## config.mk

```make
export PLATFORM = sky130hd
export DESIGN_NAME = braile_cell_entry
export DESIGN_NICKNAME = d
export VERILOG_FILES = /design/src/rtl/braile_pkg.sv /design/src/rtl/braile_debounce.sv /design/src/rtl/braile_cell_entry.sv
export SDC_FILE = /design/constraint.sdc
export NUM_CORES = 1
export LEC_CHECK = 0
export ABC_AREA = 1
export ABC_CLOCK_PERIOD_IN_PS = 1960
export CAP_MARGIN = 20
export CORE_MARGIN = 3
export CORE_UTILIZATION = 30
export CTS_BUF_LIST = sky130_fd_sc_hd__clkbuf_2 sky130_fd_sc_hd__clkbuf_4 sky130_fd_sc_hd__clkbuf_8
export CTS_CLUSTER_SIZE = 24
export DETAILED_ROUTE_END_ITERATION = 6
export MAX_ROUTING_LAYER = met4
export SYNTH_ARGS = -nofsm -noshare
export SYNTH_HDL_FRONTEND = slang
export SYNTH_SLANG_ARGS = --single-unit
```

## constraint.sdc

```tcl
create_clock -name CLOCK_50 -period 1.96 [get_ports CLOCK_50]
set_input_delay 0.392 -clock CLOCK_50 [delete_from_list [all_inputs] [get_ports CLOCK_50]]
set_output_delay 0.392 -clock CLOCK_50 [all_outputs]
set_load 0.01 [all_outputs]
```

## src/rtl/braile_pkg.sv

```systemverilog
// braile_pkg: shared braille cell type, dot count and debouncer state encoding
package braile_pkg;
  localparam int DOT_COUNT = 6;
  typedef logic [DOT_COUNT-1:0] braile_cell_t;
  typedef enum logic [1:0] {
    DB_IDLE,
    DB_PRESS_WAIT,
    DB_PRESSED,
    DB_RELEASE_WAIT
  } db_state_t;
endpackage

```

## src/rtl/braile_debounce.sv

```systemverilog
// braile_debounce: 2-flop synchronizer plus debounce FSM emitting one press pulse per confirmed press
module braile_debounce
  import braile_pkg::*;
#(
  parameter int DEBOUNCE_CYCLES = 1000000,
  parameter int CNT_W           = 20
) (
  input  logic clk,
  input  logic rst_n,
  input  logic key_raw,
  output logic press
);
  localparam logic [CNT_W-1:0] CNT_LAST = CNT_W'(DEBOUNCE_CYCLES - 1);
  logic [1:0] sync_q, sync_d;
  db_state_t state_q, state_d;
  logic [CNT_W-1:0] cnt_q, cnt_d;
  logic press_q, press_d;
  logic key, done;
  assign key   = sync_q[1];
  assign done  = cnt_q == CNT_LAST;
  assign press = press_q;
  // state register; synchronizer resets to 1 so the key reads as released
  always_ff @(posedge clk or negedge rst_n) begin
    if (!rst_n) begin
      sync_q  <= 2'b11;
      state_q <= DB_IDLE;
      cnt_q   <= '0;
      press_q <= 1'b0;
    end else begin
      sync_q  <= sync_d;
      state_q <= state_d;
      cnt_q   <= cnt_d;
      press_q <= press_d;
    end
  end
  // next state: both wait states count stable cycles from zero
  always_comb begin
    sync_d  = {sync_q[0], key_raw};
    state_d = state_q;
    cnt_d   = cnt_q + 1'b1;
    case (state_q)
      DB_IDLE: begin
        cnt_d   = '0;
        state_d = key ? DB_IDLE : DB_PRESS_WAIT;
      end
      DB_PRESS_WAIT:   state_d = key ? DB_IDLE : (done ? DB_PRESSED : DB_PRESS_WAIT);
      DB_PRESSED: begin
        cnt_d   = '0;
        state_d = key ? DB_RELEASE_WAIT : DB_PRESSED;
      end
      DB_RELEASE_WAIT: state_d = !key ? DB_PRESSED : (done ? DB_IDLE : DB_RELEASE_WAIT);
      default:         state_d = DB_IDLE;
    endcase
  end
  // output: pulse only on the confirmed PRESS_WAIT -> PRESSED transition
  always_comb begin
    press_d = (state_q == DB_PRESS_WAIT) && !key && done;
  end
endmodule

```

## src/rtl/braile_cell_entry.sv

```systemverilog
// braile_cell_entry: debounced ENTER/CLEAR, switch capture into a FWFT FIFO with valid/ready output; BRAILE_ECHO_EN adds echo_leds
module braile_cell_entry
  import braile_pkg::*;
#(
  parameter int DEBOUNCE_CYCLES = 1000000,
  parameter int CNT_W           = 20,
  parameter int FIFO_DEPTH      = 4
) (
  input  logic                            CLOCK_50,
  input  logic                            RESET_N,
  input  braile_cell_t                    SW,
  input  logic                            KEY_ENTER,
  input  logic                            KEY_CLEAR,
  output braile_cell_t                    cell_data,
  output logic                            cell_valid,
  input  logic                            cell_ready,
  output logic [$clog2(FIFO_DEPTH):0]     fifo_count,
  output logic                            overflow
`ifdef BRAILE_ECHO_EN
  ,
  output logic [7:0]                      echo_leds
`endif
);
  localparam int PTR_W = $clog2(FIFO_DEPTH);
  localparam int CW    = PTR_W + 1;
  braile_cell_t sw_meta_q, sw_meta_d, sw_sync_q, sw_sync_d;
  braile_cell_t mem_q [FIFO_DEPTH];
  braile_cell_t last_q, last_d;
  logic [PTR_W-1:0] wr_ptr_q, wr_ptr_d, rd_ptr_q, rd_ptr_d;
  logic [CW-1:0] count_q, count_d;
  logic overflow_q, overflow_d;
  logic enter_p, clear_p, full, pop, push, wr_en;
  braile_debounce #(.DEBOUNCE_CYCLES(DEBOUNCE_CYCLES), .CNT_W(CNT_W)) u_db_enter (
    .clk(CLOCK_50), .rst_n(RESET_N), .key_raw(KEY_ENTER), .press(enter_p)
  );
  braile_debounce #(.DEBOUNCE_CYCLES(DEBOUNCE_CYCLES), .CNT_W(CNT_W)) u_db_clear (
    .clk(CLOCK_50), .rst_n(RESET_N), .key_raw(KEY_CLEAR), .press(clear_p)
  );
  assign cell_valid = count_q != '0;
  assign cell_data  = cell_valid ? mem_q[rd_ptr_q] : last_q;
  assign fifo_count = count_q;
  assign overflow   = overflow_q;
  // control state; reset discards every buffered cell at once
  always_ff @(posedge CLOCK_50 or negedge RESET_N) begin
    if (!RESET_N) begin
      sw_meta_q  <= '0;
      sw_sync_q  <= '0;
      wr_ptr_q   <= '0;
      rd_ptr_q   <= '0;
      count_q    <= '0;
      overflow_q <= 1'b0;
      last_q     <= '0;
    end else begin
      sw_meta_q  <= sw_meta_d;
      sw_sync_q  <= sw_sync_d;
      wr_ptr_q   <= wr_ptr_d;
      rd_ptr_q   <= rd_ptr_d;
      count_q    <= count_d;
      overflow_q <= overflow_d;
      last_q     <= last_d;
    end
  end
  // storage array needs no reset: count gates every read
  always_ff @(posedge CLOCK_50) begin
    if (wr_en) mem_q[wr_ptr_q] <= sw_sync_q;
  end
  // FIFO next state; pop needs valid so an empty FIFO never bypasses, CLEAR overrides push and pop
  always_comb begin
    sw_meta_d  = SW;
    sw_sync_d  = sw_meta_q;
    full       = count_q == CW'(FIFO_DEPTH);
    pop        = cell_valid && cell_ready;
    push       = enter_p && (!full || pop);
    wr_en      = push && !clear_p;
    wr_ptr_d   = clear_p ? '0 : wr_ptr_q + PTR_W'(push);
    rd_ptr_d   = clear_p ? '0 : rd_ptr_q + PTR_W'(pop);
    count_d    = clear_p ? '0 : count_q + CW'(push) - CW'(pop);
    overflow_d = clear_p ? 1'b0 : overflow_q | (enter_p && full && !pop);
    last_d     = cell_valid ? mem_q[rd_ptr_q] : last_q;
  end
`ifdef BRAILE_ECHO_EN
  logic [7:0] echo_q, echo_d;
  assign echo_leds = echo_q;
  // live switch/status mirror for the LEDs
  always_ff @(posedge CLOCK_50 or negedge RESET_N) begin
    if (!RESET_N) echo_q <= '0;
    else echo_q <= echo_d;
  end
  // echo source: overflow, valid and synchronized switches
  always_comb begin
    echo_d = {overflow_q, cell_valid, sw_sync_q};
  end
`endif
endmodule
```

* After elaboration in Yosys (flattened, before gate mapping) *
Memories as Yosys holds them, arrays and structs flattened.
Index checks and enable logic that the tools add are counted.

storage, ports and cells
  word-level logic and storage cells = 75
  RAM bits = 24
  input port bits = 11
  memories kept = 1
  output and inout port bits = 11
  bits in registers = 76

cells by class
  reduce and logical (&&, ||, !) cells = 20
  bitwise gates (word level) = 1
  equal/unequal tests = 9
  multiplexer cells = 23
  $add $sub $neg = 6

memories
  memory  words  width  rd ports  clocked after memory_dff  write ports  line                     source
  mem_q   4      6      1         0                         1            braile_cell_entry.sv:27  braile_cell_t mem_q [FIFO_DEPTH];

operator list
  operator                 count
  $add A20 B1 Y20 const B  2
  $eq A20 B20 Y1 const B   2
  $mux W20                 2
  $mux W2                  10
  $pmux W2 S4              2
  $logic_and A1 B1 Y1      9
  $eq A2 B2 Y1 const B     4
  $mux W1                  7
  $mux W6                  1
  $logic_not A1 Y1         5
  $add A2 B1 Y2            2
  $eq A2 B1 Y1 const B     2
  $logic_not A2 Y1         2
  $reduce_or A2 Y1         2
  $add A3 B1 Y3            1
  $eq A3 B3 Y1 const B     1
  $mux W3                  1
  $reduce_bool A3 Y1       1
  $sub A3 B1 Y3            1
  $logic_or A1 B1 Y1       1
  $or A1 B1 Y1             1

* Longest topological paths before layout *
Gate-level depths: netlist (run 1).

  depth after elaboration = 7
  mapped depth = 10
  mapped depth without buffers = 10

* Modules after synthesis *
A second synthesis (run 1) with hierarchy kept.

unflattened totals
  cells, all modules = 553
  area total of the unflattened synthesis = 4,679.5 sq um

modules (own cells, without submodules)
  module             times used  sequential area each (sq um)  area an instance (sq um)  cells each
  braile_debounce    2           628.1                         1,336.3                   183
  braile_cell_entry  1           1,371.3                       2,006.9                   187

* Least setup slack after synthesis (run 1) *
OpenSTA, ideal clock, no wires.

  kind = register to register
  start = register count_q[1] (netlist: fifo_count[1])
  end = register count_q[2] (netlist: fifo_count[2])
  cell stages (with the launch flop) = 10
  path buffers = 0
  arrival = 1.782 ns
  clock period less this slack = 1.911 ns
  setup time = 0.130 ns
  slack = 0.049 ns
  data required time = 1.830 ns
  path through = dfrtp_1 > nor2_1 > a21boi_0 > ha_1 > inv_1 > ha_1 > inv_1 > fa_1 > xor2_1 > nor2_1

between the ends
  cells in the longest elaborated chain, start to end = 7
  elaborated cells on any way between the ends = 9
  classes of those cells = add/sub (2); eq/ne (1); mux (1); reduce/logical (5)

ends and longest elaborated chain
  element                                                  line                                              source
  start: declaration                                       braile_cell_entry.sv:30                           logic [CW-1:0] count_q, count_d;
  start signal: assignment                                 braile_cell_entry.sv:58                           count_q <= count_d;
  $eq A3 B3 Y1 or $reduce_bool A3 Y1 (tied branches)       braile_cell_entry.sv:71, braile_cell_entry.sv:39
  $logic_not A1 Y1 or $logic_and A1 B1 Y1 (tied branches)  braile_cell_entry.sv:73, braile_cell_entry.sv:72
  $logic_or A1 B1 Y1                                       braile_cell_entry.sv:73                           push = enter_p && (!full || pop);
  $logic_and A1 B1 Y1                                      braile_cell_entry.sv:73
  $add A3 B1 Y3                                            braile_cell_entry.sv:77                           count_d = clear_p ? '0 : count_q + CW'(push) - CW'(pop);
  $sub A3 B1 Y3 (*)                                        braile_cell_entry.sv:77
  $mux W3 (*)                                              braile_cell_entry.sv:77
  named net count_d[2]                                     braile_cell_entry.sv:30

Mark *: on every way through the listed nets, which the timed path passes. The rest lies on a longest branch.

* Final worst setup path (run 1) *
  start = input port cell_ready
  end = register count_q[1] (netlist: fifo_count[1])

between the ends
  cells in the longest elaborated chain, start to end = 6

ends and longest elaborated chain
  element                  line                     source
  start: declaration       braile_cell_entry.sv:16  input logic cell_ready,
  $logic_and A1 B1 Y1 (*)  braile_cell_entry.sv:72  pop = cell_valid && cell_ready;
  $logic_or A1 B1 Y1       braile_cell_entry.sv:73
  $logic_and A1 B1 Y1      braile_cell_entry.sv:73
  $add A3 B1 Y3            braile_cell_entry.sv:77
  $sub A3 B1 Y3 (*)        braile_cell_entry.sv:77
  $mux W3 (*)              braile_cell_entry.sv:77
  named net count_d[1]     braile_cell_entry.sv:30

Marked as above.

==> out/qor.txt, run 1 <==
outcome: complete, but fails checks
failing checks: negative setup slack
Bufs and invs on worst path: 3
Synth Area in Compound Gates: 0.0739
Sink Count: 100
Slew @ Worst Pin: 0.426 ns
Worst Path Class, Setup: input port to register
asr flop ratio synth: 0.760
Synth Flop Type: dfrtp_1
commonest non-fill, non-tap cell in the layout: nor2_1
vias post-DR: 3212
area of the mapped netlist: 0.00442 sq mm
Worst EP arrival: 2.22 ns
TritonRoute pass-1 iters: 4
Top Ports: 22
Post-Synth Simple-Gate Area: 0.241
CTS tree: built
YS warnings: 0
post-route ant nets: 0
max-cap viol count: 0
most frequent cells in the layout: nor2_1 (90), nand2_1 (80), dfrtp_1 (71), inv_1 (49), a21oi_1 (25)
Worst Hold Slack: 0.357 ns
Final WS setup: -0.00567 ns
critical path endpoint category: register
antenna violations before repair: 0
global-route wire length before repair: 14500 um
number of global-route vias before repair: 3102
Worst-path clk slew: 0.10 ns
Core ar.: 0.0141 sq mm
largest delay contributor family on the critical path: adder cells
die width: 127 um
endpoints failing hold: 0
final setup fails: 1
largest family of logic cells by synthesized area: simple AND/OR/NAND/NOR gates
via/cell ratio: 4.54
# rows: 43
DRC Markers: 0
Mean Syn Cell Area: 9.31 sq um
total power density per cell area: 948 mW/mm^2
WL/cell: 11.8 um
DP HPWL: 5960 um
initial core utilization: 0.312
largest net degree at the start of global routing: 33
Die ar.: 0.0162 sq mm
period utilization: 1.00
CP max FO: 2
Synth Area in Adders: 0.0215
DP Area: 0.00499 sq mm
Detailed Route Iter0 Violations: 193
Worst path max stage delay: 0.53 ns
Max IR drop VDD: 356 uV
final WL: 8380 um
chip height: 127 um
Longest Clk Path Bufs: 2
Max Fclk: 509 MHz
Yosys cell types: 30
Num CTS Buffers: 9
global placement routability congestion: 0.863
total global routing overflow: 0
hold crit path type: register to register
post-synthesis sequential area ratio: 0.594
synthesis-to-layout area growth: 19.2%
Gate Count Post-Synth: 475
unrepaired setup endpoints after global routing: yes
FF-to-FF setup slack: 0.03 ns
fin util: 0.372
Ant. Diodes: 0
post-synth top area cell: dfrtp_1
Max Slew Vio Count: 0
total global-route track usage: 0.112
number of flops mapped to enable cells by yosys: 24
crit path cell chain: clkdlybuf4s50_1, a21boi_1, ha_1, inv_1, ha_1, inv_1, fa_2, nor2_1
multiplexer area fraction after synthesis: 0
Rel. slew slack: 0.716
IO Port Bufs: 21
CP max-delay cell: clkdlybuf4s50_1
post-route cell area: 0.00527 sq mm
clk_lat worst skew: 0.37 ns
Final min period: 1.97 ns
FF+latch count, synth: 100
share of post-route cells with drive strength above 1: 0.178
Synth Area in XOR/XNOR: 0.0158
Worst setup SP type: input port
CTS root buf: clkbuf_8
P_leak: 2.16 nW
dpl ws: -0.417 ns
Synth top area share: 0.407
NumNets Final: 540
dominant cells by area after synthesis: dfrtp_1 (41%), edfxtp_1 (16%), nor2_1 (7.9%)
WP data required: 2.22 ns
htree depth: 3
post-synth net total: 493
Worst Skew: 0.0114 ns
[routing by layer]
metal	vias to the layer above	wire [um]	track usage	share of wire
met4	0	154	0.0524	0.018
met1	1528	3900	0.142	0.47
met3	12	275	0.0192	0.033
met5	-	0	-	0
met2	48	4050	0.176	0.48
li1	1624	-	-	-
[what timing repair did]
item	in CTS	in global routing
hold buffers	1	0
cloned	0	0
setup buffers	2	1
hold endpoints to repair	27	0
pin swaps	7	8
gates resized for setup	29	25
endpoints found under the setup margin	8	32
[cell usage after synthesis, types with 7 or more instances]
cell	count
a21oi_1	25
a31oi_1	7
dfrtp_1	72
edfxtp_1	24
inv_1	50
nand2_1	80
nand2_2	7
nand3_1	23
nand4_1	7
nor2_1	93
nor2_2	10
o21ai_0	23
[flip-flops by register name, indices dropped and copies added, names as in the netlist]
register	count
u_db_enter.sync_q	2
overflow	1
u_db_enter.state_q	2
fifo_count	3
wr_ptr_q	2
u_db_clear.press	1
u_db_clear.cnt_q	20
u_db_enter.press	1
rd_ptr_q	2
sw_meta_q	6
u_db_enter.cnt_q	20
last_q	6
mem_q	24
u_db_clear.sync_q	2
sw_sync_q	6
u_db_clear.state_q	2
[worst register-to-register path: cells and delay by family (launching register included)]
family	cells	cell delay, ns
adders and majority gates	3	0.88
DFF	1	0.40
and+or+nand+nor	4	0.30
buffers and inverters	3	0.25
[per-stage QoR]
step,instances,setup TNS [ns],power [mW]
global placement,688,-4.22,3.62
floorplan,475,0,3.03
detailed placement,688,-4.89,3.66
CTS,706,0,4.91
finish,707,-0.00567,4.99
global route,707,-0.303,5.28
[kinds of logic after synthesis]
logic type                 after synthesis
xor gates and xnor gates                 8
AOI/OAI and AO/OA                       61
adders and majority gates                7
DFF                                    100
and+or+nand+nor                        239
buffers and inverters                   60
[layout make-up]
type | instances | area [sq um]
clock buffer | 9 | 124
tap | 180 | 225
inverter | 52 | 195
sequential | 100 | 2630
fill | 1382 | 8880
clock inverter | 7 | 73.8
timing repair buffer | 44 | 388
multi-input combinational | 315 | 1630
[final timing paths]
path,start,cells after the start,end
worst max-delay path,cell_ready,8,fifo_count[1]$_DFF_PN0_
worst min-delay path,sw_meta_q[2]$_DFF_PN0_,0,sw_sync_q[2]$_DFF_PN0_
worst max register to register,fifo_count[1]$_DFF_PN0_,10,fifo_count[1]$_DFF_PN0_
worst min register to register,sw_meta_q[2]$_DFF_PN0_,0,sw_sync_q[2]$_DFF_PN0_
max in group asynchronous,RESET_N,3,u_db_enter.sync_q[0]$_DFF_PN1_
min in group asynchronous,RESET_N,2,last_q[2]$_DFF_PN0_
[report_power, final]
part           internal (mW)  switching [mW]  leakage (nW)
Combinational          0.619           0.666         0.869
Clock                  0.599           0.724         0.100
Sequential              2.29          0.0933          1.19
Power figures use the tool's default switching activity.
==> run 2, diff against run 1 <==
ABC_CLOCK_PERIOD_IN_PS = 1900   (was 1960)
clock period = 1.9 ns   (was 1.96 ns; I/O delays follow)
==> run 2 against run 1 <==
  * The flow still finishes with violations (negative setup slack)
  * Sequential power grew 4%
  * Combinational power grew 15%
  * Critical path type is now register to primary output
  * Critical path depth shrank 3
  * Clock skew grew 0.0010 ns
  * Wire length grew 1.2%
==> out/qor.txt, run 2 (same netlist as run 1, synthesis figures left out) <==
final setup fails: 6 (was 1)
DP HPWL: 5990 um (was 5960 um)
CTS root buf: clkbuf_8 (unchanged)
Die ar.: 0.0162 sq mm (unchanged)
hold crit path type: register to register (unchanged)
Max IR drop VDD: 343 uV (was 356 uV)
total global routing overflow: 0 (unchanged)
Max Fclk: 520 MHz
Sink Count: 100 (unchanged)
global-route wire length before repair: 15100 um (was 14500 um)
chip height: 127 um (unchanged)
CTS tree: built (unchanged)
outcome: complete, but fails checks (unchanged)
critical path startpoint: fifo_count[1]$_DFF_PN0_ (was cell_ready)
via/cell ratio: 4.48 (was 4.54)
clk_lat worst skew: 0.37 ns (about the same)
critical path endpoint category: primary output (was register)
die width: 127 um (unchanged)
Top Ports: 22 (unchanged)
Worst Skew: 0.0124 ns (was 0.0114 ns)
global placement routability congestion: 0.862 (was 0.863)
initial core utilization: 0.312 (unchanged)
DP Area: 0.00497 sq mm (was 0.00499 sq mm)
Longest Clk Path Bufs: 2 (unchanged)
Power Internal: 3.73 mW (was 3.51 mW)
IO Port Bufs: 21 (unchanged)
vias post-DR: 3183 (was 3212)
WP data required: 1.52 ns (was 2.22 ns)
Worst setup SP type: register (was input port)
max-cap viol count: 0 (unchanged)
Switching Fraction: 0.303 (was 0.297)
Detailed Route Iter0 Violations: 217 (was 193)
Slew @ Worst Pin: 0.455 ns (was 0.426 ns)
period utilization: 1.01
net switching power: 1.62 mW (was 1.48 mW)
Worst Path Class, Setup: register to primary output (was input port to register)
NumNets Final: 544 (was 540)
fin util: 0.378 (was 0.372)
most frequent cells in the layout: nor2_1 (89), nand2_1 (78), dfrtp_1 (70), inv_1 (46), a21oi_1 (25) (was nor2_1 (90), nand2_1 (80), dfrtp_1 (71), inv_1 (49), a21oi_1 (25))
largest net degree at the start of global routing: 36 (was 33)
htree depth: 3 (unchanged)
Core ar.: 0.0141 sq mm (unchanged)
part of the power in registers: 0.463 (was 0.478)
crit path cell chain: nor2_4, nand2_2, buf_12, a31oi_2, buf_2 (was clkdlybuf4s50_1, a21boi_1, ha_1, inv_1, ha_1, inv_1, fa_2, nor2_1)
Num CTS Buffers: 9 (unchanged)
worst r2r src: fifo_count[1]$_DFF_PN0_ (unchanged)
# rows: 43 (unchanged)
commonest non-fill, non-tap cell in the layout: nor2_1 (unchanged)
post-route cell area: 0.00534 sq mm (was 0.00527 sq mm)
P_leak: 2.21 nW (was 2.16 nW)
total global-route track usage: 0.117 (was 0.112)
Worst path max stage delay: 0.44 ns (was 0.53 ns)
endpoints failing hold: 0 (unchanged)
DRC Markers: 0 (unchanged)
failing checks: negative setup slack (unchanged)
Worst EP arrival: 1.54 ns (was 2.22 ns)
max reg flops: 24 (unchanged)
power share of the clock group: 0.261 (was 0.265)
CP max FO: 13 (was 2)
post-route ant nets: 0 (unchanged)
Reg with most FFs: mem_q (unchanged)
Max Slew Vio Count: 0 (unchanged)
WL/cell: 11.9 um (was 11.8 um)
total power density per cell area: 1000 mW/mm^2 (was 948 mW/mm^2)
synthesis-to-layout area growth: 20.9% (was 19.2%)
Combinational Power Share: 0.277 (was 0.257)
number of global-route vias before repair: 3317 (was 3102)
Rel. slew slack: 0.697 (was 0.716)
final WL: 8480 um (was 8380 um)
share of post-route cells with drive strength above 1: 0.203 (was 0.178)
Final min period: 1.92 ns
CP max-delay cell: dfrtp_2 (was clkdlybuf4s50_1)
Min-Delay Startpoint: sw_meta_q[2]$_DFF_PN0_ (unchanged)
TritonRoute pass-1 iters: 4 (unchanged)
Final WS setup: -0.0233 ns (was -0.00567 ns)
antenna violations before repair: 0 (unchanged)
Ant. Diodes: 0 (unchanged)
unrepaired setup endpoints after global routing: yes (unchanged)
Worst-path clk slew: 0.10 ns (about the same)
Largest regs: mem_q x24, u_db_clear.cnt_q x20, u_db_enter.cnt_q x20 (unchanged)
run 2: cell count changes in the layout (fill, tap and decap cells not counted), sizes merged:
cell,delta
buf,+5
clkdlybuf4s50,-3
inv,+1
dlymetal6s2s,+2
clkinvlp,-1
clkbuf,+1
clkinv,-1
run 2: timing repair:
item	4_1_cts	5_1_grt
endpoints found under the hold margin	31	0
gates resized for setup	47	27
pin swaps	9	10
buffers inserted	6	2
setup endpoints to repair	9	32
hold buffers	1	0
run 2: final cells by class:
class	instances	area (sq um)
repair buffers	48	419
fillers	1372	8810
clock buffers	10	131
well taps	180	225
multi-input cells	315	1670
clock inverters	6	71.3
inverters	52	198
flip-flops and latches	100	2630
run 2: power by group through the flow:
stage / Sequential (mW) / Clock (mW) / Combinational [mW]
final: 2.48 / 1.39 / 1.48
after global placement: 2.51 / 0 / 1.20
after global routing: 2.49 / 1.55 / 1.64
after CTS: 2.47 / 1.46 / 1.35
after detailed placement: 2.52 / 0 / 1.24
after floorplan: 2.50 / 0 / 0.627
run 2: metrics by stage:
step / total power [mW] / setup TNS (ns) / cells / hold WS (ns) / setup slack [ns]
4_1_cts: 5.28 / -0.309 / 710 / 0.365 / -0.128
5_1_grt: 5.68 / -0.728 / 711 / 0.367 / -0.107
6_report: 5.35 / -0.0677 / 711 / 0.361 / -0.0233
3_3_place_gp: 3.71 / -6.36 / 687 / 0.333 / -0.401
3_5_place_dp: 3.76 / -8.12 / 687 / 0.336 / -0.494
2_1_floorplan: 3.13 / 0 / 475 / 0.0844 / 0.0107
run 2: final timing paths:
| check | endpoint | slack, ns | depth (start not counted) |
|---|---|---|---|
| hold reg to reg | sw_sync_q[2]$_DFF_PN0_ | 0.36 | 0 |
| hold / removal | sw_sync_q[2]$_DFF_PN0_ | 0.36 | 0 |
| setup / recovery | cell_data[2] | -0.02 | 5 |
| max in group asynchronous | u_db_clear.sync_q[0]$_DFF_PN1_ | 0.79 | 3 |
| min in group asynchronous | sw_sync_q[4]$_DFF_PN0_ | 0.49 | 2 |
| setup reg to reg | fifo_count[1]$_DFF_PN0_ | 0 | 10 |
run 2: worst max-delay path: cells and delay by family, from the launching register on:
kind | cells | cell delay [ns]
flops | 1 | 0.44
simple gates | 2 | 0.23
compound gates | 1 | 0.19
buf+inv | 2 | 0.31
run 2: metal layers:
metal,vias up,routed length [um],track usage
met5,-,0,-
met4,0,138,0.0448
met3,12,312,0.0268
met2,51,4180,0.195
met1,1488,3850,0.138
li1,1632,-,-
==> run 3, diff against run 2 <==
CAP_MARGIN = 10   (was 20)
==> results of run 3 <==
The final DEF is identical to that of run 2; final timing and power are the same.
